--- src/rtl/nes_pad_responder.sv ---
// ---------------------------------------------------------------------------
// nes_pad_responder
//
// Controller-side end of the NES serial pad protocol. It emulates a standard
// 4021-based pad. The host drives latch and pulse. This block presents the
// button state on the active-low serial data line, one bit per pulse edge.
//
// Ports:
//   clk         40 MHz system clock; all logic on posedge
//   reset       synchronous, active-high reset
//   latch       host latch line (asynchronous, active-high)
//   pulse       host pulse line (asynchronous); a rising edge advances one bit
//   buttons     parallel button state, 1 = pressed
//               (0=A 1=B 2=Select 3=Start 4=Up 5=Down 6=Left 7=Right)
//   data        serial data to host, active-low (0 = pressed)
//   frame_done  one-cycle strobe when the last shift of a frame completes
//   proto_err   one-cycle strobe on a pulse rise seen in IDLE or LOAD
//   bit_cnt     number of shifts completed in the current frame
// ---------------------------------------------------------------------------
module nes_pad_responder #(
    parameter int unsigned SYNC_STAGES = 2,
    parameter int unsigned NUM_BITS    = 8
) (
    input  logic                        clk,
    input  logic                        reset,
    input  logic                        latch,
    input  logic                        pulse,
    input  logic [NUM_BITS-1:0]         buttons,
    output logic                        data,
    output logic                        frame_done,
    output logic                        proto_err,
    output logic [$clog2(NUM_BITS):0]   bit_cnt
);

    localparam int unsigned CW = $clog2(NUM_BITS) + 1;
    localparam logic [CW-1:0] CNT_LAST = CW'(NUM_BITS);

    localparam logic [1:0] ST_IDLE  = 2'd0;
    localparam logic [1:0] ST_LOAD  = 2'd1;
    localparam logic [1:0] ST_SHIFT = 2'd2;
    localparam logic [1:0] ST_DONE  = 2'd3;

    // ------------------------------------------------------------------
    // Input synchronizers and edge detection
    // ------------------------------------------------------------------
    logic [SYNC_STAGES-1:0] latch_sync;
    logic [SYNC_STAGES-1:0] pulse_sync;
    logic                   latch_prev;
    logic                   pulse_prev;
    logic                   latch_s;
    logic                   pulse_s;
    logic                   latch_rise;
    logic                   latch_fall;
    logic                   pulse_rise;

    always_ff @(posedge clk) begin
        if (reset) begin
            latch_sync <= '0;
            pulse_sync <= '0;
            latch_prev <= 1'b0;
            pulse_prev <= 1'b0;
        end else begin
            latch_sync <= {latch_sync[SYNC_STAGES-2:0], latch};
            pulse_sync <= {pulse_sync[SYNC_STAGES-2:0], pulse};
            latch_prev <= latch_s;
            pulse_prev <= pulse_s;
        end
    end

    assign latch_s    = latch_sync[SYNC_STAGES-1];
    assign pulse_s    = pulse_sync[SYNC_STAGES-1];
    assign latch_rise = latch_s & ~latch_prev;
    assign latch_fall = ~latch_s & latch_prev;
    assign pulse_rise = pulse_s & ~pulse_prev;

    // ------------------------------------------------------------------
    // Frame state machine
    // ------------------------------------------------------------------
    logic [1:0]          state;
    logic [1:0]          state_nx;
    logic [NUM_BITS-1:0] sr;
    logic [NUM_BITS-1:0] sr_nx;
    logic [CW-1:0]       cnt_nx;
    logic                fd_nx;
    logic                pe_nx;
    logic                data_nx;

    always_comb begin
        state_nx = state;
        sr_nx    = sr;
        cnt_nx   = bit_cnt;
        fd_nx    = 1'b0;
        pe_nx    = 1'b0;

        if (latch_rise) begin
            // A new latch restarts the frame from any state. A pulse in the
            // same cycle is dropped and counts as an error only if the host
            // was already outside a frame.
            state_nx = ST_LOAD;
            sr_nx    = ~buttons;
            cnt_nx   = '0;
            pe_nx    = pulse_rise && (state == ST_IDLE || state == ST_LOAD);
        end else begin
            case (state)
                ST_IDLE: begin
                    if (pulse_rise)
                        pe_nx = 1'b1;
                end
                ST_LOAD: begin
                    cnt_nx = '0;
                    if (latch_fall) begin
                        // Keep the value from the last load cycle. A pulse
                        // coinciding with the fall is dropped silently.
                        state_nx = ST_SHIFT;
                    end else begin
                        sr_nx = ~buttons;
                        if (pulse_rise)
                            pe_nx = 1'b1;
                    end
                end
                ST_SHIFT: begin
                    if (pulse_rise) begin
                        sr_nx  = {1'b0, sr[NUM_BITS-1:1]};
                        cnt_nx = bit_cnt + CW'(1);
                        if (cnt_nx == CNT_LAST) begin
                            state_nx = ST_DONE;
                            fd_nx    = 1'b1;
                        end
                    end
                end
                ST_DONE: begin
                    // Extra reads return "pressed" (0) with the count saturated.
                end
                default: begin
                    state_nx = ST_IDLE;
                end
            endcase
        end

        // data is registered, so derive it from the next-state values.
        case (state_nx)
            ST_IDLE: data_nx = 1'b1;
            ST_DONE: data_nx = 1'b0;
            default: data_nx = sr_nx[0];
        endcase
    end

    always_ff @(posedge clk) begin
        if (reset) begin
            state      <= ST_IDLE;
            sr         <= '1;
            bit_cnt    <= '0;
            data       <= 1'b1;
            frame_done <= 1'b0;
            proto_err  <= 1'b0;
        end else begin
            state      <= state_nx;
            sr         <= sr_nx;
            bit_cnt    <= cnt_nx;
            data       <= data_nx;
            frame_done <= fd_nx;
            proto_err  <= pe_nx;
        end
    end

endmodule

--- config.mk ---
export PLATFORM = sky130hd
export DESIGN_NAME = nes_pad_responder
export DESIGN_NICKNAME = d
export VERILOG_FILES = /design/src/rtl/nes_pad_responder.sv
export SDC_FILE = /design/constraint.sdc
export NUM_CORES = 1
export LEC_CHECK = 0
export CAP_MARGIN = 40
export CORE_UTILIZATION = 51
export DETAILED_ROUTE_END_ITERATION = 10
export HOLD_SLACK_MARGIN = 0.03
export PLACE_DENSITY = 0.77
export REMOVE_ABC_BUFFERS = 1
export SYNTH_ARGS = -nofsm -noshare
export SYNTH_HDL_FRONTEND = slang
export SYNTH_SLANG_ARGS = --single-unit
export TNS_END_PERCENT = 100
--- constraint.sdc ---
create_clock -name clk -period 2.59 [get_ports clk]
set_input_delay 0.518 -clock clk [delete_from_list [all_inputs] [get_ports clk]]
set_output_delay 0.518 -clock clk [all_outputs]
set_load 0.005 [all_outputs]
# After elaboration in Yosys (flattened, before gate mapping)
# Cells that the tools add are included.
# classes
eq_ne	7
div_mod_pow	0
multipliers	0
reduce_logical	10
n_addsub	1
n_lt_le_gt_ge	0
muxes	17
n_shift	0
bitwise	9
# ops
op	n
8-bit two-way mux	3
8-bit one-hot mux with 2 select lines	1
2-bit two-way mux	4
8-bit NOT	1
4-bit one-hot mux with 2 select lines	1
3-bit != test (second input constant)	2
1-bit NOT	5
4-bit by 1-bit adder with 4-bit output (second input constant)	1
2-bit == test (second input constant)	2
4-bit == test (second input constant)	1
2-bit logical NOT	2
1-bit two-way mux	4
4-bit two-way mux	1
1-bit one-hot mux with 2 select lines	2
2-bit one-hot mux with 2 select lines	1
4-bit OR reduction	1
1-bit bitwise AND	3
3-bit AND reduction	1
3-bit nonzero test	1
2-bit by 1-bit == test with 1-bit output (second input constant)	1
2-bit != test (second input constant)	1
2-bit AND reduction	1
2-bit nonzero test	1
2-bit OR reduction	1
2 further kinds	2
# totals
mem_count	0
romBits	0
ram_bits	0
ff_bits	23
input_bits	12
latchBits	0
word_cells	55

# Logic depth before layout (Yosys ltp)
# Gate-level depths: netlist (run 1).
# logic_depth
word_depth	8
mapped_depth	8

# Least setup slack after synthesis (run 1)
# Ideal clock, no wire load.
# synth_path
kind	reg2reg
startpoint	register state[1]
endpoint	register data
slack_ns	0.554
t_arrival_ns	1.906
setup_time_ns	0.130
path_stages_with_launch	9
n_path_buf	0
required_time_ns	2.460
period_less_slack_ns	2.036
cell_sequence	dfxtp_1 inv_1 ha_1 inv_1 o31a_1 a211oi_1 ha_1 nor3_1 a31oi_1
# synth_via
elab_chain_len	6
word_cells_on_any_way	12
classes_between	eq/ne (3); mux (8); reduce/logical (1)
# synth_lines
element	line	text
start: declaration	79	logic [1:0] state;
start signal: assignment	157	state <= state_nx;
2-bit two-way mux	125	if (cnt_nx == CNT_LAST) begin
2-bit two-way mux	122	if (pulse_rise) begin
2-bit one-hot mux with 2 select lines	104	case (state)
2-bit two-way mux	95	if (latch_rise) begin
2-bit == test / 2-bit logical NOT (equally long branches)	141	case (state_nx)
1-bit one-hot mux with 2 select lines (*)	141	
end signal: assignment	160	data <= data_nx;
end: declaration	29	output logic data,
# Mark *: on every way between the ends. The rest lies on a longest branch, timed or not.
# A chain may end at the register's enable or synchronous reset.

# Worst setup path after layout (run 1)
# layout_path
startpoint	register state[0]
endpoint	register data
# The elaborated chain is that of the path after synthesis.

==> results.md, run 1 <==
* Status: completed
* Worst Hold Endpoint: pulse_sync[1]
* Htree depth at 1
* Worst path cell trace: inv_1, ha_1, inv_1, o31a_1, a211oi_1, ha_1, nor3_1, a31oi_1
* Highest-delay cell along the critical path: dfxtp_1
* Clk slew on worst S/H paths at 0.14 ns
* Fillers at 173
* R2R depth at 8
* Clock Tree Root: clkbuf_4
* Syn avg cell area at roughly 9.5 um^2
* Slew @ Worst Pin at 0.684 ns
* Drt pass-1 iters at 4
* Largest net degree at the start of global routing at 20
* Chip height at 48.5 um
* Core Rows at 16
* CTS Buffer Depth at 2
* Std-Cell Core Area at about 2000 um^2
* Library cells used by synthesis at 42
* Area leader, netlist: dfxtp_1
* Num CTS Buffers at 3
* Hold path depth at 1
* Ranking of synthesized cells by area: dfxtp_1 (42%), ha_1 (6.8%), a2bb2oi_1 (5.6%)
* CP max FO at 7
* Multi-input gate area at approximately 600 um^2
* # clock sinks at 23
* Post_cts resized at 0
* R2r startpoint: state[0]
* Worst slew margin at 54.1%
* Final ANT Viol Nets at 0
* F_max at 0.445 GHz
* Crit Path Class: register to register
* Initial core utilization at between 50% and 60%
* CTS tree: built
* Wire per inst at around 14 um
* Post-DP HPWL at ~1.6 mm
* Hold wc startpoint: pulse_sync[0]
* DR DRC count at 0
* Global-route wire length before repair at ~4.0 mm
* GRT Total Usage at 21.5%
* Post-layout minimum cycle time at 2.25 ns
* Port buffer count at 18
* Vias at 926
* Post-CTS Hold Buffers at 0
* Yosys reg bits at 23
* Synth Warn # at 0
* Final setup vio count at 0
* Max-slew violation count at 0
* Layout cells sized above 1 at 8.15%
* Post-Layout Cell Count at 162
* Synth Cell Area at 1100 um^2
* Top FF cell, synth: dfxtp_1
* Worst path arrival time at 2.45 ns
* Reg2reg end: data
* Die span in x at between 40 and 50 um
* Final hold vios at 0
* Leak pwr at 0.467 nW
* Crit path largest cell delay at 0.42 ns
* Reg2reg setup slack at 0.34 ns
* Total gr overflow at 0
* Gate Count Post-Synth at 116
* Layout area overhead at 20.7%
* Final WL at ~2.2 mm
* Asr flop ratio synth at 0%
* DRT iter0 DRCs at 13
* Peak supply drop at 356 uV
* Antenna Cells at 0
* Post-CTS Setup Repair Bufs at 0
* Register area at around 460 um^2
* Final Net Count at 154
* Vias per inst at ~5.7
* Clock latency on the worst-skew pair at about 0.31 ns
* Fin crit share at 86.8%
* Placer Congestion at about 0.78
* Crit. End Element: register
* HP Class: register to register
* Total negative slack at 0 ns
* Io pins at 19
* RSZ-0062 raised after global routing: false
* DIE AREA at 2350 um^2
* Sequential element share of the synthesized area at a little over two fifths
* Clock skew at between 0.008 and 0.009 ns
* Worst setup SP type: register
* Worst path required time at 2.79 ns
* Vias in the first global route at 918
* Cells after DPL at about 160
* EDFF count, synth at 0
* Power Dens Cells at 478 nW/um^2
* Max cap viols at 0
* Top cell type's share of synthesized area at 41.8%
* Initial antenna violation count at 0
cell type report:
| class | count | share of cell area, % |
|---|---|---|
| clock buffers | 3 | 1.69 |
| clock inverters | 1 | 0.565 |
| inverters | 5 | 1.41 |
| multi-input cells | 84 | 45.0 |
| flip-flops and latches | 23 | 34.7 |
| well taps | 27 | 2.54 |
| repair buffers | 19 | 14.1 |
power by group:
group	internal (mW)	switching, mW	total, mW
clock network	0.0588	0.111	0.170
logic	0.0457	0.0360	0.0817
registers	0.372	0.0115	0.384
total	0.477	0.159	0.636
cells in the final DEF (no fill, tap or decap), types with 2 or more instances in the layout:
cell and n:
or2b_1 3, clkbuf_4 3, nand2b_1 2, and2b_1 2, o21ai_0 3, nand3_1 2, nor2_1 10, a211oi_1 2
a22oi_1 6, a21boi_0 2, ha_1 6, dfxtp_1 23, a2bb2oi_1 7, nor2b_1 6, a311oi_1 2, nand2_1 3
nor3_1 4, inv_1 5, a21oi_1 3, clkdlybuf4s50_1 18
how the worst max path moves through the flow:
stage          startpoint  cells after the start    to  slack, ns
2_1_floorplan    state[1]                      8  data       0.55
3_3_place_gp     state[1]                      8  data       0.44
3_5_place_dp     state[1]                      8  data       0.34
4_1_cts          state[1]                      8  data       0.32
5_1_grt          state[1]                      8  data       0.16
6_report         state[0]                      8  data       0.34
Yosys cell counts, types with 2 or more instances:
| cell | count |
|---|---|
| dfxtp_1 | 23 |
| nor2_1 | 10 |
| a2bb2oi_1 | 7 |
| a22oi_1 | 6 |
| ha_1 | 6 |
| nor2b_1 | 6 |
| inv_1 | 5 |
| nor3_1 | 4 |
| a21oi_1 | 3 |
| nand2_1 | 3 |
| o21ai_0 | 3 |
| or2b_1 | 3 |
| a211oi_1 | 2 |
| a21boi_0 | 2 |
| a311oi_1 | 2 |
| and2b_1 | 2 |
| clkbuf_1 | 2 |
| nand2b_1 | 2 |
| nand3_1 | 2 |
cell families after synthesis:
| group | Yosys count | synth area share, % |
|---|---|---|
| AO/OA/AOI/OAI | 36 | 25.1 |
| XOR/XNOR | 1 | 0.796 |
| adder cells (fa/ha/maj) | 6 | 6.82 |
| buffers and inverters | 9 | 3.86 |
| flip-flops | 23 | 41.8 |
| AND/OR/NAND/NOR | 41 | 21.6 |
worst max-delay path: cells and delay by family, from the launching register on:
kind	cells	cell delay (ns)
adder cells (fa/ha/maj)	2	0.71
AO/OA/AOI/OAI	3	0.63
flip-flops	1	0.42
buffers and inverters	2	0.21
AND/OR/NAND/NOR	1	0.16
metrics by stage:
step                      instance area (um^2)  setup WS [ns]  power (mW)  hold slack (ns)  utilization (%)
after CTS                                 1330          0.318       0.639            0.463             66.4
after global placement                    1300          0.443       0.470            0.419             64.9
after floorplan                           1080          0.554       0.436            0.414                -
after detailed placement                  1300          0.341       0.474            0.439             64.9
final                                     1330          0.343       0.636            0.459             66.4
after global routing                      1330          0.165       0.673            0.473             66.4
metal layers:
metal / share of wire (%) / vias up / GRT usage [%]
met4: 0.63 / 0 / 7.35
met3: 1.8 / 2 / 1.89
met2: 49 / 12 / 37.6
li1: - / 472 / -
met5: 0 / - / 0
met1: 49 / 440 / 27.9
flip-flops by register name (all words and copies together), names as in the netlist, 2 cells and up:
signal      flops
bit_cnt         4
pulse_sync      2
state           2
latch_sync      2
sr              8
Power figures use the tool's default switching activity.
==> run 2, diff against run 1 <==
--- a/config.mk
+++ b/config.mk
@@ -6,11 +6,13 @@
 export NUM_CORES = 1
 export LEC_CHECK = 0
 export CAP_MARGIN = 40
+export CORE_ASPECT_RATIO = 1.1
 export CORE_UTILIZATION = 51
 export DETAILED_ROUTE_END_ITERATION = 10
 export HOLD_SLACK_MARGIN = 0.03
 export PLACE_DENSITY = 0.77
 export REMOVE_ABC_BUFFERS = 1
+export SKIP_CTS_REPAIR_TIMING = 1
 export SYNTH_ARGS = -nofsm -noshare
 export SYNTH_HDL_FRONTEND = slang
 export SYNTH_SLANG_ARGS = --single-unit
==> results.md, run 2 (synthesis results as in run 1) <==
* Status: completed
* Vias per inst at 5.64
* Total negative slack at 0 ns
* Biggest regs: sr: 8 flops, bit_cnt: 4 flops
* Global-route wire length before repair at 3.72 mm
* Met2 usage at between 30 and 40%
* Clk slew on worst S/H paths at 0.13 ns
* Crit Path Class: register to register
* Core Rows at 17
* DR DRC count at 0
* Chip height at 50.7 um
* Worst setup SP type: register
* Slew @ Worst Pin at 0.714 ns
* DRT iter0 DRCs at 12
* Register with the most flip-flops: sr
* Grt peak-use layer: met2
* Cell Area, Placed at ~1300 um^2
* CTS tree: built
* Final Net Count at 154
* Clock Tree Root: clkbuf_4
* Leak pwr at 0.467 nW
* Clock latency on the worst-skew pair at 0.31 ns
* Initial antenna violation count at 0
* GRT Total Usage at 21.4%
* Clock skew at 0.00684 ns
* Post-layout minimum cycle time at about 2.2 ns
* Largest net degree at the start of global routing at 20
* Max-slew violation count at 0
* Wire per inst at roughly 13 um
* Vias at 919
* Commonest non-fill, non-tap cells in the layout: dfxtp_1 (23), clkdlybuf4s50_1 (18), nor2_1 (10), a2bb2oi_1 (7)
* Port buffer count at 18
* Drt pass-1 iters at 4
* Antenna Cells at 0
* Vias in the first global route at ~900
* CTS Buffer Depth at 2
* F_max at 0.447 GHz
* Io pins at 19
* Hold wc startpoint: pulse_sync[0]
* DIE AREA at roughly 2300 um^2
* Crit. End Element: register
* Max reg flops at 8
* Final WL at about 2.1 mm
* R2r startpoint: state[1]
* Layout area overhead at 20.8%
* Worst path arrival time at between 2 and 2.5 ns
* Met1 Use GR at 29.2%
* Initial core utilization at 54.5%
* Power Dens Cells at 475 nW/um^2
* Final ANT Viol Nets at 0
* Worst path required time at 2.79 ns
* Final setup vio count at 0
* Worst slew margin at 52.1%
* HP Class: register to register
* Htree depth at 1
* Worst setup path start: state[1]
* Fin crit share at 86.3%
* Final instance area at 1330 um^2
* Std-Cell Core Area at a little over 2000 um^2
* # clock sinks at 23
* Max cap viols at 0
* Leading cell type in the layout, fill and taps excluded: dfxtp_1
* Peak supply drop at 340 uV
* Num CTS Buffers at 3
* Layout cells sized above 1 at under 10%
* Post-DP HPWL at 1.53 mm
* Met3 Use GR at 2.52%
* Final hold vios at 0
* CP max FO at 7
* Placer Congestion at between 0.7 and 0.8
* Final total power at approximately 630 uW
* RSZ-0062 raised after global routing: false
* Total gr overflow at 0
* Die span in x at 46.3 um
* Fillers at 175
[run 2: cell counts in the layout (fill, tap and decap cells not counted)]
No cell type changed its count.
[run 2: final timing paths]
kind                                 endpoint  slack (ns)  cells past startpoint
worst max-delay path                     data        0.35                      8
worst min-delay path            pulse_sync[1]        0.46                      1
worst max register to register           data        0.35                      8
worst min register to register  pulse_sync[1]        0.46                      1
[run 2: layout make-up]
type	instances	area [um^2]	share of cell area, %
clock inverters	1	7.51	0.564
well taps	28	35.0	2.63
multi-input cells	84	598	45.0
flip-flops and latches	23	460	34.6
inverters	5	18.8	1.41
clock buffers	3	22.5	1.69
repair buffers	19	188	14.1
[run 2: per-stage QoR]
stage | utilization (%) | instances | hold WS (ns) | setup slack (ns)
floorplan | - | 112 | 0.414 | 0.554
global placement | 64.3 | 159 | 0.423 | 0.433
detailed placement | 64.3 | 159 | 0.432 | 0.366
CTS | 65.8 | 163 | 0.462 | 0.335
global route | 65.8 | 163 | 0.475 | 0.149
finish | 65.8 | 163 | 0.459 | 0.354
[run 2: per-layer routing]
layer	part of all wire (%)	routed length, um	vias up
met5	0	0	-
met4	0.75	16	0
met3	3.0	64	2
met2	50	1070	18
met1	46	979	430
li1	-	-	469
[run 2: report_power, final]
part	switching (mW)	internal, mW	total (mW)
Sequential	0.0106	0.372	0.383
Clock	0.109	0.0587	0.168
Combinational	0.0354	0.0457	0.0811
Total	0.155	0.477	0.632
[run 2: critical path, stage by stage, from the launching register on]
cell	delay [ns]
dfxtp_1	0.44
inv_1	0.09
ha_1	0.41
inv_1	0.10
o31a_1	0.28
a211oi_1	0.30
ha_1	0.30
nor3_1	0.16
a31oi_1	0.05
